**src/rtl/mux_pkg.sv**
```systemverilog
`default_nettype none
// ============================================================================
//  Module      : mux_pkg
//  Description : Mode encodings and a modulo increment shared by mux_rr_reg.
//  Revision    : 1.0 - initial release
// ============================================================================
package mux_pkg;

    localparam logic MODE_MANUAL = 1'b0;
    localparam logic MODE_RR     = 1'b1;

    // Explicit wrap so non-power-of-two channel counts stay in range.
    function automatic int unsigned mod_inc(input int unsigned value,
                                            input int unsigned modulus);
        return (value + 1 >= modulus) ? 0 : value + 1;
    endfunction

endpackage
`default_nettype wire

```
**src/rtl/rr_arbiter.sv**
```systemverilog
`default_nettype none
// ============================================================================
//  Module      : rr_arbiter
//  Description : Combinational round-robin arbiter; the search starts at i_ptr.
//  Revision    : 1.0 - initial release
// ============================================================================
module rr_arbiter #(
    parameter int CHANNELS = 4,
    parameter int SEL_W    = 2
) (
    input  logic [CHANNELS-1:0] i_req,
    input  logic [SEL_W-1:0]    i_ptr,
    output logic                o_grant_valid,
    output logic [SEL_W-1:0]    o_grant_idx
);

    logic [2*CHANNELS-1:0] w_dbl;
    logic [CHANNELS-1:0]   w_rot;
    logic [SEL_W:0]        w_off;
    logic [SEL_W:0]        w_sum;

    // Rotate requests so bit 0 is the pointer channel, then take the lowest set bit.
    always_comb begin
        w_dbl = {i_req, i_req} >> i_ptr;
        w_rot = w_dbl[CHANNELS-1:0];
        w_off = '0;
        for (int k = CHANNELS - 1; k >= 0; k--) begin
            if (w_rot[k]) begin
                w_off = (SEL_W+1)'(k);
            end
        end
        w_sum = {1'b0, i_ptr} + w_off;
        if (w_sum >= (SEL_W+1)'(CHANNELS)) begin
            w_sum = w_sum - (SEL_W+1)'(CHANNELS);
        end
        o_grant_valid = |i_req;
        o_grant_idx   = w_sum[SEL_W-1:0];
    end

endmodule
`default_nettype wire

```
**src/rtl/mux_rr_reg.sv**
```systemverilog
`default_nettype none
// ============================================================================
//  Module      : mux_rr_reg
//  Description : N-channel registered mux with valid/ready handshakes and
//                manual or round-robin channel selection.
//  Revision    : 1.0 - initial release
// ============================================================================
module mux_rr_reg
    import mux_pkg::*;
#(
    parameter  int WIDTH    = 8,
    parameter  int CHANNELS = 4,
    localparam int SEL_W    = $clog2(CHANNELS)
) (
    input  logic                      clk_in,
    input  logic                      rst_in,
    input  logic [CHANNELS*WIDTH-1:0] data_in,
    input  logic [CHANNELS-1:0]       valid_in,
    output logic [CHANNELS-1:0]       ready_out,
    input  logic                      mode_in,
    input  logic [SEL_W-1:0]          sel_in,
    output logic [WIDTH-1:0]          y_out,
    output logic                      y_valid_out,
    output logic [SEL_W-1:0]          y_sel_out,
    input  logic                      y_ready_in
);

    logic [WIDTH-1:0] r_y;
    logic             r_y_valid;
    logic [SEL_W-1:0] r_y_sel;
    logic [SEL_W-1:0] r_rr_ptr;

    logic             w_can_load;
    logic             w_rr_valid;
    logic [SEL_W-1:0] w_rr_idx;
    logic             w_man_valid;
    logic             w_grant_valid;
    logic [SEL_W-1:0] w_grant;
    logic             w_xfer;
    logic [WIDTH-1:0] w_data_sel;

    rr_arbiter #(
        .CHANNELS (CHANNELS),
        .SEL_W    (SEL_W)
    ) u_rr_arbiter (
        .i_req         (valid_in),
        .i_ptr         (r_rr_ptr),
        .o_grant_valid (w_rr_valid),
        .o_grant_idx   (w_rr_idx)
    );

    // Out-of-range select matches no channel, so it simply never grants.
    always_comb begin
        w_man_valid = 1'b0;
        for (int k = 0; k < CHANNELS; k++) begin
            if (sel_in == SEL_W'(k) && valid_in[k]) begin
                w_man_valid = 1'b1;
            end
        end
    end

    assign w_can_load    = !r_y_valid || y_ready_in;
    assign w_grant_valid = (mode_in == MODE_RR) ? w_rr_valid : w_man_valid;
    assign w_grant       = (mode_in == MODE_RR) ? w_rr_idx   : sel_in;
    assign w_xfer        = w_can_load && w_grant_valid;

    always_comb begin
        w_data_sel = '0;
        for (int k = 0; k < CHANNELS; k++) begin
            if (w_grant == SEL_W'(k)) begin
                w_data_sel = data_in[k*WIDTH +: WIDTH];
            end
        end
    end

    generate
        for (genvar k = 0; k < CHANNELS; k++) begin : g_ready
            assign ready_out[k] = !rst_in && w_xfer && (w_grant == SEL_W'(k));
        end
    endgenerate

    always_ff @(posedge clk_in) begin
        if (rst_in) begin
            r_y       <= '0;
            r_y_valid <= 1'b0;
            r_y_sel   <= '0;
            r_rr_ptr  <= '0;
        end else if (w_can_load) begin
            if (w_grant_valid) begin
                r_y       <= w_data_sel;
                r_y_sel   <= w_grant;
                r_y_valid <= 1'b1;
                if (mode_in == MODE_RR) begin
                    r_rr_ptr <= SEL_W'(mod_inc(32'(w_grant), CHANNELS));
                end
            end else begin
                r_y_valid <= 1'b0;
            end
        end
    end

    assign y_out       = r_y;
    assign y_valid_out = r_y_valid;
    assign y_sel_out   = r_y_sel;

endmodule
`default_nettype wire

```
**config.mk**
```make
export PLATFORM = sky130hd
export DESIGN_NAME = mux_rr_reg
export DESIGN_NICKNAME = d
export VERILOG_FILES = /design/src/rtl/mux_pkg.sv /design/src/rtl/rr_arbiter.sv /design/src/rtl/mux_rr_reg.sv
export SDC_FILE = /design/constraint.sdc
export NUM_CORES = 1
export LEC_CHECK = 0
export BUFFER_PORTS_ARGS = -buffer_cell sky130_fd_sc_hd__buf_4
export CORE_AREA = 8 8 59 61
export CTS_CLUSTER_DIAMETER = 80
export DETAILED_ROUTE_END_ITERATION = 10
export DIE_AREA = 0 0 67 69
export PLACE_DENSITY = 0.91
export SLEW_MARGIN = 20
export SYNTH_ARGS = -nofsm -noshare
export SYNTH_HDL_FRONTEND = slang
export SYNTH_HIERARCHICAL = 1
export SYNTH_SLANG_ARGS = --single-unit
```
**constraint.sdc**
```tcl
create_clock -name clk_in -period 4.15 [get_ports clk_in]
set_input_delay 0.83 -clock clk_in [delete_from_list [all_inputs] [get_ports clk_in]]
set_output_delay 0.83 -clock clk_in [all_outputs]
set_load 0.1 [all_outputs]
```
== After elaboration in Yosys (flattened, before gate mapping) ==
Cells that the tools add are included.
Cells by class
  $add $sub $neg: 3
  magnitude comparators: 2
  equal/unequal tests: 6
  shifts and indexed selects: 1
  muxes and demuxes: 17
  reduce and logical (&&, ||, !) cells: 18
Operators by type and width (count)
  $mux 8: 4
  $mux 2: 7
  $logic_and 1x1->1: 10
  $eq 2x2->1 const B: 4
  $shr 8x2->4: 1
  $ge 3x3->1 const B: 2
  $mux 1: 6
  $eq 2x1->1 const B: 2
  $logic_not 2->1: 2
  $reduce_or 4->1: 1
  $add 2x1->3 const B: 1
  $add 2x2->3: 1
  $reduce_and 3->1: 1
  $logic_not 1->1: 2
  $reduce_and 2->1: 1
  $sub 2x1->2 const B: 1
  $logic_or 1x1->1: 1
Word-level totals
  bits in registers: 13
  input bits: 42
  output and inout bits: 15
  word-level logic and storage cells: 51

== Longest topological paths before layout ==
  depth in word-level cells: 14
  gate-level depth with buffers: 16
  depth with buffers taken out: 14

== Hierarchy ==
Netlist, hierarchy kept.
By module, submodules not included
  mux_rr_reg: times used 1, cells an instance 103, area an instance 969.7 µm², sequential area each 260.2 µm²
  rr_arbiter: times used 1, cells an instance 27, area an instance 178.9 µm², sequential area each 0.0 µm²

== Worst setup path after synthesis ==
No wires, ideal clock.
  path kind: input -> output
  start: input valid_in[0]
  end: output ready_out[3]
  data arrival time: 4.748 ns
  data required time: 3.320 ns
  slack: -1.428 ns
  stages: 12
  buffers on the path: 1
  cell sequence: nor2_1 > nor3_1 > a21oi_1 > o211ai_1 > ha_1 > xor2_1 > xnor2_1 > mux2i_1 > inv_1 > ha_1 > buf_1 > nor3b_1
Between the ends
  longest elaborated chain between the ends: 11
  elaborated cells on any way between the ends: 21
  classes of those cells: 2 x add/sub; 1 x order compare; 1 x eq/ne; 1 x shift; 11 x mux; 5 x reduce/logical
RTL lines
  start: declaration: RTL line mux_rr_reg.sv:18  | input logic [CHANNELS-1:0] valid_in,
  $shr 8x2->4 *: RTL line rr_arbiter.sv:24  | w_dbl = {i_req, i_req} >> i_ptr;
  $mux 2 (3 in series): RTL line rr_arbiter.sv:28  | if (w_rot[k]) begin
  $mux 2 *: RTL line rr_arbiter.sv:28
  $add 2x2->3 *: RTL line rr_arbiter.sv:32  | w_sum = {1'b0, i_ptr} + w_off;
  $ge 3x3->1 / $sub 2x1->2 (equally long branches): RTL line rr_arbiter.sv:33, rr_arbiter.sv:34
  $mux 2 *: RTL line rr_arbiter.sv:33  | if (w_sum >= (SEL_W+1)'(CHANNELS)) begin
  named net w_rr_idx[1]: RTL line mux_rr_reg.sv:35  | logic [SEL_W-1:0] w_rr_idx;
  $mux 2 *: RTL line mux_rr_reg.sv:64  | assign w_grant = (mode_in == MODE_RR) ? w_rr_idx : sel_in;
  named net w_grant[1]: RTL line mux_rr_reg.sv:38  | logic [SEL_W-1:0] w_grant;
  $eq 2x2->1 *: RTL line mux_rr_reg.sv:78  | assign ready_out[k] = !rst_in && w_xfer && (w_grant == SEL_W'(k));
  $logic_and 1x1->1 *: RTL line mux_rr_reg.sv:78
  end: declaration: RTL line mux_rr_reg.sv:19  | output logic [CHANNELS-1:0] ready_out,
Mark *: on every way through the listed nets, which the timed path passes. The rest lies on a longest branch.

== Worst setup path after layout ==
  start: input valid_in[0]
  end: output ready_out[0]
Between the ends
  longest elaborated chain between the ends: 11
  elaborated cells on any way between the ends: 21
  classes of those cells: 2 x add/sub; 1 x order compare; 1 x shift; 11 x mux; 6 x reduce/logical
RTL lines (RTL line)
  $shr 8x2->4 *: rr_arbiter.sv:24
  $mux 2 (3 in series): rr_arbiter.sv:28
  $mux 2 *: rr_arbiter.sv:28
  $add 2x2->3 *: rr_arbiter.sv:32
  $ge 3x3->1 / $sub 2x1->2 (equally long branches): rr_arbiter.sv:33, rr_arbiter.sv:34
  $mux 2 *: rr_arbiter.sv:33
  named net w_rr_idx[1]: mux_rr_reg.sv:35
  $mux 2 *: mux_rr_reg.sv:64
  $logic_not 2->1 *: mux_rr_reg.sv:78
  $logic_and 1x1->1 *: mux_rr_reg.sv:78
Marks and branches as above.

==> metrics.txt <==
status=completed; clock buffer depth=2; vias in the first global route=1,257; worst slew pin tran=0.655 ns; share of post-route cells with drive strength above 1=0.411; synth top area cells=dfxtp_1, mux2i_1, o41ai_2, ha_1, nand2b_1; largest net degree at the start of global routing=26; share of flip-flops with an asynchronous set or reset=0; Initial Utilization=0.439; Synth area leader=dfxtp_1; post-CTS setup buffers=0; Yosys cell types=38; largest fanout on the critical path=8; Critical Path Start=valid_in[0]; CTS sink count=13; Worst-Skew Late Latency=0.28 ns; worst r2r path cells=14; Avg Cell Area, Syn=8.84 um2; CTS tree=built; Worst Skew=0.00912 ns; via/cell ratio=5.82; sequential share of the synthesized area=0.227; n_diodes=0; worst rel slew slack=0.551; Remaining Overflow, GRT=0; Row Count=19; DP Wirelength=2.97 mm; critical-path cell list=buf_4 > nand2_1 > nor2_1 > o21ai_0 > o211ai_1 > ha_1 > xor2_1 > xnor2_1 > mux2i_1 > ha_1 > nor3b_4 > buf_4; DRT met1 WL=1.44 mm; crit path launch type=input port; Post-synth EDFFs=0; drt pass-1 iters=4; Largest delay share family, worst path=adder cells; Synth Flop Type=dfxtp_1; DRC viols=0; final setup vio count=0; unrepaired setup endpoints after global routing=no; ANT nets after route=0; Tightest Hold Check Type=flip-flop to flip-flop; WL per Instance=17.4 um; drt total wl=3.76 mm; GRT Resource Usage Total=0.154; Root Driver=clkbuf_4; first-pass GRT wire length=5.78 mm; Die Span Y=69 um; input/output buffers=56; FF-to-FF Start=r_rr_ptr[0]$_SDFFE_PP0P_; syn_nets=177; core area=2620 um2; CP max stage cell=mux2i_1; critical path class=input port to output port; met2 routed WL=1.82 mm; Layout fillers=226; YS warnings=6; worst reg2reg endpoint=y_out[3]$_SDFFE_PP0P_; Worst VDD drop=309 uV; Place WS=0.247 ns; crit path to=ready_out[0]; Worst EP required=3.32 ns; Layout Nets=233; max incr delay on CP=0.32 ns; Arr. time, crit path=3.11 ns; Worst setup EP type=output port; Routability Congestion=0.897; Ports=57; PostCTS Resize Cnt=0; die width=67 um; Tmin final=3.94 ns; Max Freq=254 MHz; mapped cell area=1150 um2; H-tree lvl count=1; Post-Synthesis Cells=130; post-placement cell area=1620 um2; design area=1650 um2; number of max-cap violations=0; Die ar.=4620 um2; antenna violations before repair=0; Pleak=0.745 nW; most frequent cells after synthesis=dfxtp_1, mux2i_1, o21ai_0, nand2b_1, nor2b_1; cell area power density=425 nW/um2; period utilization=0.949; area grow syn2layout=43.4%; final setup margin=0.212 ns; Synth top area share=0.227; Clock transition at path regs=0.07 ns; Reg2Reg Setup Slack=0.79 ns; Max Transition Viols Final=0; Worst Path Buf+Inv=2; final hold vios=0; via count=1,258; Num CTS Buffers=3; DRT iter0 DRCs=106; Fin Hold WS=0.530 ns; met3 wire length=449 um; FF+latch count, synth=13; Levels on crit path=12; top sig layer=met4; hold_buf cts=0
[layer usage]
| layer | global-route usage | up-vias |
|---|---|---|
| met3 | 0.0468 | 4 |
| met2 | 0.264 | 72 |
| met4 | 0.0581 | 0 |
| li1 | - | 599 |
| met1 | 0.171 | 583 |
| met5 | 0 | - |
[per-stage QoR]
stage | util | setup TNS (ns) | instances | power, mW
after floorplan | - | -0.0811 | 130 | 0.510
final | 0.630 | 0 | 216 | 0.699
after global routing | 0.630 | 0 | 216 | 0.738
after detailed placement | 0.620 | 0 | 212 | 0.623
after global placement | 0.620 | 0 | 212 | 0.612
after CTS | 0.630 | 0 | 216 | 0.703
[logic make-up after synthesis]
logic type               share of synthesized area
AO/OA/AOI/OAI                                0.267
adder cells (fa/ha/maj)                     0.0545
buffers and inverters                       0.0577
flip-flops                                   0.227
XOR/XNOR                                    0.0153
multiplexers                                 0.146
AND/OR/NAND/NOR                              0.233
[flip-flops by register name, summed over array words and instances (netlist names)]
name and flops:
y_out 8, y_sel_out 2, y_valid_out 1, r_rr_ptr 2
[cell type report]
cell class | instances | area, um2 | area share
Clock buffer | 4 | 26.3 | 0.0160
Inverter | 3 | 11.3 | 0.00684
Multi-Input combinational cell | 106 | 867 | 0.527
Sequential cell | 13 | 260 | 0.158
Tap cell | 31 | 38.8 | 0.0236
Timing Repair Buffer | 59 | 443 | 0.269
[worst reg2reg max path: cells and delay by family, from the launching register on]
family	cells	cell delay (ns)
compound gates	4	0.71
mux	1	0.32
fa+ha+maj	2	0.40
flops	1	0.54
simple gates	3	0.68
buf+inv	2	0.31
xor+xnor	2	0.26
[worst min path at each step]
| stage | startpoint | endpoint | slack (ns) | cells past startpoint |
|---|---|---|---|---|
| floorplan | r_rr_ptr[0]$_SDFFE_PP0P_ | r_rr_ptr[0]$_SDFFE_PP0P_ | 0.49 | 2 |
| global placement | y_sel_out[0]$_SDFFE_PP0P_ | y_sel_out[0]$_SDFFE_PP0P_ | 0.52 | 2 |
| detailed placement | y_sel_out[1]$_SDFFE_PP0P_ | y_sel_out[1]$_SDFFE_PP0P_ | 0.52 | 2 |
| CTS | y_sel_out[0]$_SDFFE_PP0P_ | y_sel_out[0]$_SDFFE_PP0P_ | 0.54 | 2 |
| global route | y_sel_out[1]$_SDFFE_PP0P_ | y_sel_out[1]$_SDFFE_PP0P_ | 0.55 | 2 |
| finish | y_sel_out[0]$_SDFFE_PP0P_ | y_sel_out[0]$_SDFFE_PP0P_ | 0.53 | 2 |
[where the power goes]
part           switching, mW  internal, mW
registers             0.0177         0.148
clock network         0.0415        0.0373
logic                  0.307         0.148
total                  0.366         0.333
[cells in the final DEF, fill, tap and decap left out, types with 2 or more instances in the layout]
cell type / synthesis / layout
nand2b_1: 10 / 10
nand2_1: 5 / 5
nor2b_1: 10 / 10
a21oi_1: 5 / 5
nor3_1: 2 / 2
o21ai_0: 12 / 12
nor3b_4: 0 / 4
mux2i_1: 13 / 13
inv_1: 3 / 3
dfxtp_1: 13 / 13
o41ai_2: 5 / 5
ha_1: 5 / 5
o41ai_1: 2 / 2
a221oi_1: 7 / 7
nor2_1: 6 / 6
a311oi_1: 2 / 2
clkbuf_4: 0 / 3
buf_4: 2 / 59
nor3b_1: 6 / 2
(Power assumes the default switching activity.)
